--- config.mk ---
export PLATFORM = sky130hd
export DESIGN_NAME = hweval_lfsr_misr_harness
export DESIGN_NICKNAME = d
export VERILOG_FILES = /design/src/rtl/hweval_pkg.sv /design/src/rtl/hweval_misr.sv /design/src/rtl/hweval_lfsr_misr_harness.sv
export SDC_FILE = /design/constraint.sdc
export NUM_CORES = 1
export LEC_CHECK = 0
export BUFFER_PORTS_ARGS = -buffer_cell sky130_fd_sc_hd__buf_2
export CORE_AREA = 2 2 387 389
export DETAILED_ROUTE_END_ITERATION = 10
export DIE_AREA = 0 0 389 391
export PLACE_DENSITY_LB_ADDON = 0.3
export SLEW_MARGIN = 20
export SYNTH_ARGS = -nofsm -noshare
export SYNTH_HDL_FRONTEND = slang
export SYNTH_SLANG_ARGS = --single-unit
--- constraint.sdc ---
create_clock -name clk -period 6.1 [get_ports clk]
set_clock_uncertainty 0.1 [all_clocks]
set_input_delay 0.305 -clock clk [delete_from_list [all_inputs] [get_ports clk]]
set_output_delay 0.305 -clock clk [all_outputs]
set_load 0.03 [all_outputs]
--- src/rtl/hweval_pkg.sv ---
// Shared types and step functions for the LFSR/MISR evaluation harness.
// Step functions work on a MaxW-wide container; only the low w bits are meaningful.
package hweval_pkg;

  localparam int unsigned MaxW = 256;

  localparam logic [63:0] DefLfsrPoly = 64'h1B;
  localparam logic [63:0] DefMisrPoly = 64'h1B;

  typedef enum logic [1:0] {
    StIdle,
    StRun,
    StDrain,
    StDone
  } hweval_state_e;

  function automatic logic [MaxW-1:0] width_mask(input int unsigned w);
    return (w >= MaxW) ? '1 : ((MaxW'(1) << w) - MaxW'(1));
  endfunction

  // Left-shifting Galois step: the bit falling off the top folds back through poly.
  function automatic logic [MaxW-1:0] misr_step(input logic [MaxW-1:0] sig,
                                                input logic [MaxW-1:0] poly,
                                                input logic [MaxW-1:0] din,
                                                input int unsigned     w);
    logic [MaxW-1:0] nxt;
    logic            msb;
    msb = |(sig & (MaxW'(1) << (w - 1)));
    nxt = (sig << 1) & width_mask(w);
    if (msb) begin
      nxt = nxt ^ poly;
    end
    return (nxt ^ din) & width_mask(w);
  endfunction

  function automatic logic [MaxW-1:0] lfsr_step(input logic [MaxW-1:0] state,
                                                input logic [MaxW-1:0] poly,
                                                input int unsigned     w);
    return misr_step(state, poly, '0, w);
  endfunction

endpackage

--- src/rtl/hweval_misr.sv ---
// Result compactor: MISR signature, saturating receive counter and sticky
// spurious-valid flag. A clear restarts all three for a new run.
module hweval_misr
  import hweval_pkg::*;
#(
  parameter int unsigned       MSG_W     = 64,
  parameter int unsigned       N_VEC     = 1024,
  parameter logic [MSG_W-1:0]  MISR_POLY = MSG_W'(DefMisrPoly),
  localparam int unsigned      CntW      = $clog2(N_VEC + 1)
) (
  input  logic             clk_i,
  input  logic             rst_i,
  input  logic             clear_i,
  input  logic             window_i,
  input  logic             valid_i,
  input  logic [MSG_W-1:0] result_i,
  output logic [MSG_W-1:0] sig_o,
  output logic [CntW-1:0]  recv_cnt_o,
  output logic             complete_o,
  output logic             spurious_o
);

  logic [MSG_W-1:0] sig_q, sig_d;
  logic [CntW-1:0]  cnt_q, cnt_d;
  logic             spurious_q, spurious_d;
  logic             full, accept;

  assign full   = (cnt_q == CntW'(N_VEC));
  assign accept = window_i & valid_i & ~full;

  always_comb begin
    sig_d      = sig_q;
    cnt_d      = cnt_q;
    spurious_d = spurious_q;
    if (clear_i) begin
      sig_d      = '0;
      cnt_d      = '0;
      spurious_d = 1'b0;
    end else if (accept) begin
      sig_d = MSG_W'(misr_step(MaxW'(sig_q), MaxW'(MISR_POLY), MaxW'(result_i), MSG_W));
      cnt_d = cnt_q + CntW'(1);
    end else if (valid_i) begin
      spurious_d = 1'b1;
    end
  end

  always_ff @(posedge clk_i) begin
    if (rst_i) begin
      sig_q      <= '0;
      cnt_q      <= '0;
      spurious_q <= 1'b0;
    end else begin
      sig_q      <= sig_d;
      cnt_q      <= cnt_d;
      spurious_q <= spurious_d;
    end
  end

  assign sig_o      = sig_q;
  assign recv_cnt_o = cnt_q;
  // Lets the FSM leave DRAIN on the same edge that absorbs the last result.
  assign complete_o = (cnt_d == CntW'(N_VEC));
  assign spurious_o = spurious_q;

endmodule

--- src/rtl/hweval_lfsr_misr_harness.sv ---
// Self-running evaluation harness: LFSR vector source, run FSM and MISR result check.
// Defining HWEVAL_LATENCY_EN adds lat_first/lat_max latency tracking ports.
module hweval_lfsr_misr_harness
  import hweval_pkg::*;
#(
  parameter int unsigned      MSG_W     = 64,
  parameter int unsigned      KEY_W     = 768,
  parameter int unsigned      N_VEC     = 1024,
  parameter int unsigned      DRAIN_MAX = 64,
  parameter logic [MSG_W-1:0] LFSR_POLY = MSG_W'(DefLfsrPoly),
  parameter logic [MSG_W-1:0] LFSR_SEED = MSG_W'(64'h1),
  parameter logic [MSG_W-1:0] MISR_POLY = MSG_W'(DefMisrPoly),
  parameter logic [MSG_W-1:0] EXP_SIG   = '0,
  localparam int unsigned     CntW      = $clog2(N_VEC + 1)
) (
  input  logic             clk,
  input  logic             rst,
  input  logic             go,
  output logic             dut_start,
  output logic [MSG_W-1:0] dut_message,
  output logic [KEY_W-1:0] dut_round_keys,
  input  logic             dut_valid,
  input  logic [MSG_W-1:0] dut_result,
  output logic             busy,
  output logic             done,
  output logic             pass,
  output logic             timeout,
  output logic             err_spurious,
  output logic [MSG_W-1:0] signature,
`ifdef HWEVAL_LATENCY_EN
  output logic [CntW-1:0]  recv_cnt,
  output logic [15:0]      lat_first,
  output logic [15:0]      lat_max
`else
  output logic [CntW-1:0]  recv_cnt
`endif
);

  localparam int unsigned NSeg = KEY_W / MSG_W;
  localparam int unsigned TmrW = $clog2(DRAIN_MAX + 1);

  function automatic logic [MSG_W-1:0] rotl(input logic [MSG_W-1:0] v, input int unsigned r);
    logic [2*MSG_W-1:0] dbl;
    dbl = {v, v} << r;
    return dbl[2*MSG_W-1 -: MSG_W];
  endfunction

  hweval_state_e               state_q, state_d;
  logic [MSG_W-1:0]            lfsr_q, lfsr_d;
  logic [MSG_W-1:0]            msg_q, msg_d;
  logic [NSeg-1:0][MSG_W-1:0]  keys_q, keys_d, keys_vec;
  logic [CntW-1:0]             issue_cnt_q, issue_cnt_d;
  logic [TmrW-1:0]             timer_q, timer_d;
  logic                        start_q, start_d;
  logic                        timeout_q, timeout_d;
  logic [MSG_W-1:0]            vec;
  logic                        clear, issue, window, misr_complete;
  logic [MSG_W-1:0]            sig;
  logic [CntW-1:0]             recv;
  logic                        spurious;

  assign window = (state_q == StRun) || (state_q == StDrain);

  // A run's first vector comes straight from the seed, so a restart needs no reseed cycle.
  assign vec = (state_q == StRun) ? lfsr_q : LFSR_SEED;

  always_comb begin
    for (int unsigned i = 0; i < NSeg; i++) begin
      keys_vec[i] = rotl(vec, (i + 1) % MSG_W);
    end
  end

  always_comb begin
    state_d     = state_q;
    lfsr_d      = lfsr_q;
    msg_d       = msg_q;
    keys_d      = keys_q;
    issue_cnt_d = issue_cnt_q;
    timer_d     = timer_q;
    timeout_d   = timeout_q;
    start_d     = 1'b0;
    clear       = 1'b0;
    issue       = 1'b0;
    unique case (state_q)
      StIdle, StDone: begin
        if (go) begin
          state_d     = StRun;
          clear       = 1'b1;
          issue       = 1'b1;
          issue_cnt_d = '0;
          timer_d     = '0;
          timeout_d   = 1'b0;
        end
      end
      StRun: begin
        if (issue_cnt_q == CntW'(N_VEC)) begin
          state_d = StDrain;
          timer_d = '0;
        end else begin
          issue = 1'b1;
        end
      end
      StDrain: begin
        timer_d = timer_q + TmrW'(1);
        if (misr_complete) begin
          state_d = StDone;
        end else if (timer_d == TmrW'(DRAIN_MAX)) begin
          state_d   = StDone;
          timeout_d = 1'b1;
        end
      end
      default: state_d = StIdle;
    endcase
    if (issue) begin
      start_d     = 1'b1;
      msg_d       = vec;
      keys_d      = keys_vec;
      lfsr_d      = MSG_W'(lfsr_step(MaxW'(vec), MaxW'(LFSR_POLY), MSG_W));
      issue_cnt_d = issue_cnt_d + CntW'(1);
    end
  end

  always_ff @(posedge clk) begin
    if (rst) begin
      state_q     <= StIdle;
      lfsr_q      <= LFSR_SEED;
      msg_q       <= '0;
      keys_q      <= '0;
      issue_cnt_q <= '0;
      timer_q     <= '0;
      start_q     <= 1'b0;
      timeout_q   <= 1'b0;
    end else begin
      state_q     <= state_d;
      lfsr_q      <= lfsr_d;
      msg_q       <= msg_d;
      keys_q      <= keys_d;
      issue_cnt_q <= issue_cnt_d;
      timer_q     <= timer_d;
      start_q     <= start_d;
      timeout_q   <= timeout_d;
    end
  end

  hweval_misr #(
    .MSG_W    (MSG_W),
    .N_VEC    (N_VEC),
    .MISR_POLY(MISR_POLY)
  ) u_misr (
    .clk_i     (clk),
    .rst_i     (rst),
    .clear_i   (clear),
    .window_i  (window),
    .valid_i   (dut_valid),
    .result_i  (dut_result),
    .sig_o     (sig),
    .recv_cnt_o(recv),
    .complete_o(misr_complete),
    .spurious_o(spurious)
  );

  assign dut_start      = start_q;
  assign dut_message    = msg_q;
  assign dut_round_keys = KEY_W'(keys_q);
  assign busy           = window;
  assign done           = (state_q == StDone);
  assign timeout        = timeout_q;
  assign err_spurious   = spurious;
  assign signature      = sig;
  assign recv_cnt       = recv;
  assign pass           = done & ~timeout_q & (sig == EXP_SIG) & (recv == CntW'(N_VEC));

`ifdef HWEVAL_LATENCY_EN
  localparam int unsigned FifoAw = (DRAIN_MAX > 1) ? $clog2(DRAIN_MAX) : 1;
  localparam int unsigned FifoCw = $clog2(DRAIN_MAX + 1);

  logic [DRAIN_MAX-1:0][15:0] ts_q, ts_d;
  logic [FifoAw-1:0]          wr_q, wr_d, rd_q, rd_d;
  logic [FifoCw-1:0]          fcnt_q, fcnt_d;
  logic [15:0]                cyc_q, cyc_d, lat_first_q, lat_first_d, lat_max_q, lat_max_d;
  logic                       first_seen_q, first_seen_d;
  logic                       lat_accept, push, pop;
  logic [15:0]                head, lat;

  assign lat_accept = window & dut_valid & (recv != CntW'(N_VEC));
  // An empty FIFO with a same-cycle push means the result matches the vector just issued.
  assign head       = (fcnt_q == '0) ? cyc_q : ts_q[rd_q];
  assign lat        = cyc_q - head;

  always_comb begin
    ts_d         = ts_q;
    wr_d         = wr_q;
    rd_d         = rd_q;
    fcnt_d       = fcnt_q;
    cyc_d        = cyc_q;
    lat_first_d  = lat_first_q;
    lat_max_d    = lat_max_q;
    first_seen_d = first_seen_q;
    push         = 1'b0;
    pop          = 1'b0;
    if (clear) begin
      wr_d         = '0;
      rd_d         = '0;
      fcnt_d       = '0;
      cyc_d        = '0;
      lat_first_d  = '0;
      lat_max_d    = '0;
      first_seen_d = 1'b0;
    end else if (window) begin
      if (cyc_q != 16'hFFFF) begin
        cyc_d = cyc_q + 16'd1;
      end
      if (lat_accept) begin
        if (!first_seen_q) begin
          lat_first_d  = cyc_q;
          first_seen_d = 1'b1;
        end
        if (lat > lat_max_q) begin
          lat_max_d = lat;
        end
      end
      push = start_q && !(lat_accept && fcnt_q == '0);
      pop  = lat_accept && fcnt_q != '0;
      if (push && !pop && fcnt_q == FifoCw'(DRAIN_MAX)) begin
        push      = 1'b0;
        lat_max_d = 16'hFFFF;
      end
      if (push) begin
        ts_d[wr_q] = cyc_q;
        wr_d       = (wr_q == FifoAw'(DRAIN_MAX - 1)) ? '0 : wr_q + FifoAw'(1);
      end
      if (pop) begin
        rd_d = (rd_q == FifoAw'(DRAIN_MAX - 1)) ? '0 : rd_q + FifoAw'(1);
      end
      if (push && !pop) begin
        fcnt_d = fcnt_q + FifoCw'(1);
      end else if (pop && !push) begin
        fcnt_d = fcnt_q - FifoCw'(1);
      end
    end
  end

  always_ff @(posedge clk) begin
    if (rst) begin
      ts_q         <= '0;
      wr_q         <= '0;
      rd_q         <= '0;
      fcnt_q       <= '0;
      cyc_q        <= '0;
      lat_first_q  <= '0;
      lat_max_q    <= '0;
      first_seen_q <= 1'b0;
    end else begin
      ts_q         <= ts_d;
      wr_q         <= wr_d;
      rd_q         <= rd_d;
      fcnt_q       <= fcnt_d;
      cyc_q        <= cyc_d;
      lat_first_q  <= lat_first_d;
      lat_max_q    <= lat_max_d;
      first_seen_q <= first_seen_d;
    end
  end

  assign lat_first = lat_first_q;
  assign lat_max   = lat_max_q;
`else
  // Latency tracking not built: no extra state.
`endif

endmodule

==> results of run 1 <==
==> where the power goes <==
group	leakage (nW)	internal, mW	switching, mW	total (mW)
clock network	0.276	0.548	0.618	1.17
registers	1.34	1.22	0.223	1.44
logic	6.53	0.523	1.32	1.84
==> Yosys cell counts (3+ instances only) <==
cell,n,share of area
inv_1,10,0.0028
a31oi_1,3,0.0014
a21oi_1,83,0.031
nand2b_1,3,0.0014
and3_1,8,0.0037
nand2_1,83,0.023
nor3_1,10,0.0037
xor2_1,9,0.0059
buf_4,828,0.46
clkbuf_1,34,0.0095
a211oi_1,61,0.034
mux2i_1,4,0.0030
dfxtp_1,166,0.25
or3_1,4,0.0019
buf_2,18,0.0067
ha_1,7,0.0065
nor2_1,100,0.028
nand4_1,4,0.0019
buf_1,11,0.0031
o21ai_1,3,0.0011
o21ai_0,15,0.0056
nand3_1,80,0.030
nor4_1,17,0.0079
xnor2_1,75,0.049
==> timing repair <==
item | in CTS | in global routing
setup endpoints to repair | 0 | 0
endpoints found under the hold margin | 58 | 0
setup buffers | 0 | 0
hold buffers | 58 | 0
==> cells by family (layout without fill, tap and decap cells) <==
family	after synthesis	after routing	synth area share
buffers and inverters	902	1093	0.4861
muxes	4	4	0.002984
other	0	5	0
DFF	166	166	0.2476
AOI/OAI and AO/OA	179	179	0.08279
and+or+nand+nor	332	332	0.1191
xor gates and xnor gates	84	84	0.05482
adders and majority gates	7	7	0.006526
==> per-stage QoR <==
| stage | util | total power, mW |
|---|---|---|
| floorplan | - | 2.678 |
| global placement | 0.09703 | 3.311 |
| detailed placement | 0.09722 | 3.333 |
| CTS | 0.1051 | 4.602 |
| global route | 0.1051 | 4.766 |
| finish | 0.1052 | 4.450 |
==> final cells by class <==
cell class	count	area (µm²)
fillers	17310	132900
repair buffers	1051	5605
multi-input cells	606	3622
flip-flops and latches	166	3323
well taps	1944	2432
clock buffers	17	425.4
clock inverters	15	163.9
inverters	10	37.54
diodes	5	12.51
==> layer usage <==
metal | vias to the layer above | part of all wire | GRT usage
met3 | 45 | 0.064 | 0.01825
met4 | 4 | 0.024 | 0.02424
met5 | - | 0.0020 | 0.002552
met1 | 5030 | 0.45 | 0.09090
met2 | 521 | 0.46 | 0.1087
li1 | 4979 | - | -
==> worst min-delay path: cells and delay by family <==
family	cells	cell delay [ps]
compound gates	1	60
xor+xnor	1	120
buf+inv	1	110
==> flip-flops by register name (all words and copies together) (netlist names) <==
name / cells
dut_round_keys: 1
u_misr.recv_cnt_o: 11
state_q: 2
issue_cnt_q: 11
u_misr.spurious_o: 1
dut_start: 1
dut_message: 4
u_misr.sig_o: 64
lfsr_q: 63
timeout: 1
timer_q: 7
==> path summary, 6_finish.rpt <==
check        depth (start not counted)  slack (ps)               end
max                                  8        2950  u_misr.sig_o[32]
max reg2reg                          8        2950  u_misr.sig_o[32]
min reg2reg                          2         360         lfsr_q[4]
min                                  3          50  u_misr.sig_o[63]
==> layout by cell type, fill, tap and decap left out, types with 3 or more instances in the layout <==
cell,netlist,routed
buf_4,828,13
o21ai_0,15,15
nor3_1,10,10
o21ai_1,3,3
or3_1,4,4
clkbuf_16,0,17
dfxtp_1,166,166
diode_2,0,5
nand4_1,4,4
nor4_1,17,17
nand3_1,80,80
inv_8,0,6
nor2_1,100,100
ha_1,7,6
clkinv_8,0,3
buf_2,18,979
a21oi_1,83,82
and3_1,8,8
mux2i_1,4,4
clkinvlp_4,0,4
inv_1,10,10
a211oi_1,61,61
nand2_1,83,82
dlygate4sd3_1,0,58
xnor2_1,75,75
xor2_1,9,9
==> flow_metrics.py, run 1 <==
metrics = {
    "outcome": {
        "status": "complete, no violations",
    },
    "drt": {
        "wl_per_cell_um": 14.85,
        "vias": 10580,
        "drc": 0,
        "drt-pass1-iter-count": 5,
        "drt_iter0_drc": 598,
        "avgViaCountPerCell": 2.774,
        "postRouteAntennaNets": 0,
        "routed_wl_um": 56640,
    },
    "worst_setup_path": {
        "crit_fanout": 89,
        "arrival_ps": 3440,
        "endpoint_kind": "flip-flop",
        "max_stage_delay_ps": 740,
        "crit_slowest_cell": "buf_4",
        "crit_family": "buffers and inverters",
        "startpoint": "state_q[0]",
        "critPathKind": "flip-flop to flip-flop",
        "cp_data_required_time_ps": 6390,
        "crit_path_start_kind": "flip-flop",
        "crit_chain": "inv_1, ha_1, nand2b_4, a31oi_4, buf_4, buf_4, nor2_1, a211oi_1",
        "r2r-start": "state_q[0]",
        "crit_top_cell": "buf_4",
        "critPathBufInv": 3,
    },
    "logic_synthesis": {
        "avgSynthCellArea_um2": 8.017,
        "ys_types": 55,
        "syn_nets": 1749,
        "syn_area_um2": 13420,
        "ys_seq_area_frac": 0.2476,
        "ys_seq_elements": 166,
        "synthCells": 1674,
        "synth_top_flop_cell": "dfxtp_1",
        "synth_edf_count": 0,
        "async_flop_share": 0,
        "yosys_warnings": 0,
    },
    "place": {
        "io_buffer_count": 980,
        "placedCellCount": 3719,
        "gp_congestion": 0.7103,
        "place_hpwl_um": 41330,
        "placed_cell_area_um2": 14440,
        "post-place-ws_ps": 2963,
    },
    "die": {
        "start_util": 0.09035,
        "die_area_um2": 152100,
        "chipWidth_um": 389,
        "io_pins": 981,
        "die_height_um": 391,
        "core_um2": 148500,
        "rows": 142,
    },
    "clocking": {
        "cts_root_buf": "clkbuf_16",
        "cts_sinks": 166,
        "htree_levels": 4,
        "numCtsBuffers": 17,
        "cts_buffer_depth": 2,
        "clk_pin_slew_ps": 80,
        "clk_latency_ps": 500,
        "cts_resized": 0,
        "cts_tree": "yes",
    },
    "global_routing": {
        "track_usage": 0.06932,
        "overflow": 0,
        "antenna_found_initial": 6,
        "grt_pass1_vias": 8834,
        "grt_max_degree": 90,
        "grt_pass1_wl_um": 73020,
    },
    "power": {
        "pwr_density_cell_nw_per_um2": 284.8,
        "p_leak_nw": 8.149,
        "ir_drop_mv": 0.2146,
    },
    "timing": {
        "timing.final.max_slew_violations": 0,
        "fmax_mhz": 317.7,
        "rsz0062_at_grt": "no",
        "slew_headroom": 0.2920,
        "fin_crit_sh": 0.5160,
        "worst_slew_pin_slew_ps": 1061,
        "period_needed_ps": 3148,
        "setup_viol": 0,
        "finalHoldViolCount": 0,
        "whs_ps": 49.02,
        "fin_setup_tns_ps": 0,
        "timing.final.ws_setup_ps": 2952,
    },
    "finish": {
        "nets": 1927,
        "final_area_um2": 15620,
        "area_delta_synth_final_pct": 16.41,
        "instances_no_fill": 3814,
        "drive_gt1_frac": 0.5592,
    },
    "worst_hold_path": {
        "worstHoldStart": "dut_result[63]",
        "hold_path.class": "input port to flip-flop",
    },
    "run": {
        "cap_violations": 0,
    },
}
Note: power is estimated with default switching activity, not from simulation.
==> run 2: changes to the inputs <==
- CORE_AREA: 2 2 387 389 -> 2 2 378 380
- DIE_AREA: 0 0 389 391 -> 0 0 380 382
- clock period: 6.1 -> 3.1 ns (I/O delays scaled with it)
==> run 2 against run 1 <==
Net effect: clock power increased by 110%; cell area increased by 1.3%; largest power group unchanged; worst setup slack got worse by 2500 ps; first-iteration DRC count decreased by 17%; routed wire length increased by 0.32%.
==> flow_metrics.py, run 2 (synthesis gave the netlist of run 1 again) <==
metrics = {
    "worst_setup_path": {
        "max_stage_delay_ps": 430,
        "reg2reg_depth": 9,
        "endpoint_kind": "output pin",
        "r2r-start": "state_q[0]",
        "crit_fanout": 4,
        "arrival_ps": 2420,
        "reg2reg_to": "state_q[1]",
        "crit_path_start_kind": "flip-flop",
        "startpoint": "state_q[0]",
        "cp_data_required_time_ps": 2840,
        "crit_slowest_cell": "dfxtp_1",
        "critPathKind": "flip-flop to output pin",
        "crit_chain": "ha_1, nor4b_1, nand4_1, nor4_1, and3_1, buf_2",
        "r2r_slack_ps": 430,
    },
    "global_routing": {
        "grt_max_degree": 130,
        "track_usage": 0.07364,
        "overflow": 0,
        "grt_pass1_vias": 9133,
        "antenna_found_initial": 3,
        "grt_pass1_wl_um": 75080,
    },
    "timing": {
        "timing.final.max_slew_violations": 0,
        "rsz0062_at_grt": "no",
        "setup_viol": 0,
        "fin_crit_sh": 0.8626,
        "slew_headroom": 0.3256,
        "whs_ps": 50.39,
        "fin_setup_tns_ps": 0,
        "period_needed_ps": 2674,
        "worst_slew_pin_slew_ps": 1010,
        "finalHoldViolCount": 0,
        "fmax_mhz": 374.0,
    },
    "run": {
        "cap_violations": 0,
    },
    "finish": {
        "final_area_um2": 15830,
        "drive_gt1_frac": 0.5597,
        "nets": 1948,
        "layout_commonest_cell": "buf_2",
        "fill_cells": 16420,
        "largest_reg_flops": 64,
        "seqCellArea_um2": 3323,
        "multi_input_area_um2": 3622,
        "area_delta_synth_final_pct": 17.92,
        "final_cell_mix": "buf_2 (979), dfxtp_1 (166), nor2_1 (100), nand2_1 (82), a21oi_1 (82)",
    },
    "clocking": {
        "cts_resized": 0,
        "cts_buffer_depth": 2,
        "cts_root_buf": "clkbuf_16",
        "cts_tree": "yes",
        "post_cts_buffers": 0,
        "clk_pin_slew_ps": 80,
        "cts_sinks": 166,
        "htree_levels": 4,
        "clk_latency_ps": 510,
        "numCtsBuffers": 17,
    },
    "place": {
        "gp_congestion": 0.7176,
        "placed_cell_area_um2": 14530,
        "place_hpwl_um": 41890,
        "io_buffer_count": 980,
    },
    "worst_hold_path": {
        "hold_path.class": "input port to flip-flop",
        "worstHoldStart": "dut_result[19]",
        "min_path_cells": 3,
        "whs_endpoint": "u_misr.sig_o[19]",
    },
    "power": {
        "p_leak_nw": 8.290,
        "ir_drop_mv": 0.4304,
        "pwr_density_cell_nw_per_um2": 575.9,
    },
    "die": {
        "die_height_um": 382,
        "chipWidth_um": 380,
        "io_pins": 981,
        "rows": 138,
        "die_area_um2": 145200,
        "core_um2": 140900,
        "start_util": 0.09525,
    },
    "drt": {
        "postRouteAntennaNets": 0,
        "routed_wl_um": 56820,
        "drc": 0,
        "wl_per_cell_um": 15.01,
        "drt-pass1-iter-count": 5,
        "avgViaCountPerCell": 2.795,
        "vias": 10580,
        "drt_iter0_drc": 498,
    },
    "outcome": {
        "status": "complete, no violations",
    },
}
## run 2: how the worst max path moves through the flow
stage,slack [ps],endpoint
2_1_floorplan,730,state_q[0]
3_3_place_gp,440,issue_cnt_q[8]
3_5_place_dp,430,state_q[0]
4_1_cts,300,pass
5_1_grt,110,state_q[1]
6_report,430,pass
## run 2: where the power goes
group          switching, mW  internal [mW]
registers              0.429           2.40
logic                   2.62           1.21
clock network           1.17           1.29
## run 2: cell type report
class / count / area share
Antenna cell: 9 / 0.001423
Clock inverter: 14 / 0.01210
Tap cell: 1890 / 0.1494
Multi-Input combinational cell: 606 / 0.2289
Sequential cell: 166 / 0.2100
Timing Repair Buffer: 1072 / 0.3689
Inverter: 10 / 0.002372
Clock buffer: 17 / 0.02688
## run 2: stage by stage
| step | utilization | setup slack (ps) | power [mW] | std cells |
|---|---|---|---|---|
| 2_1_floorplan | - | 728.4 | 5.270 | 1674 |
| 3_3_place_gp | 0.1031 | 437.6 | 6.759 | 3678 |
| 3_5_place_dp | 0.1031 | 431.5 | 6.756 | 3678 |
| 4_1_cts | 0.1122 | 295.4 | 9.419 | 3775 |
| 5_1_grt | 0.1122 | 112.2 | 9.730 | 3775 |
| 6_report | 0.1123 | 426.0 | 9.114 | 3784 |
## run 2: layer usage
layer | GRT usage | vias up | part of all wire
li1 | - | 5034 | -
met1 | 0.09556 | 4999 | 0.44
met2 | 0.1185 | 507 | 0.48
met3 | 0.01903 | 36 | 0.064
met4 | 0.02330 | 0 | 0.018
met5 | 0 | - | 0
## run 2: worst max-delay path, delay by kind of cell, from the launching register on
family / cells / cell delay (ps)
AND/OR/NAND/NOR: 4 / 1000
flip-flops: 1 / 430
adder cells (fa/ha/maj): 1 / 260
buffers and inverters: 1 / 210
## run 2: timing repair
action | 4_1_cts | 5_1_grt
hold buffers | 66 | 0
endpoints found under the hold margin | 66 | 0
setup endpoints to repair | 0 | 0
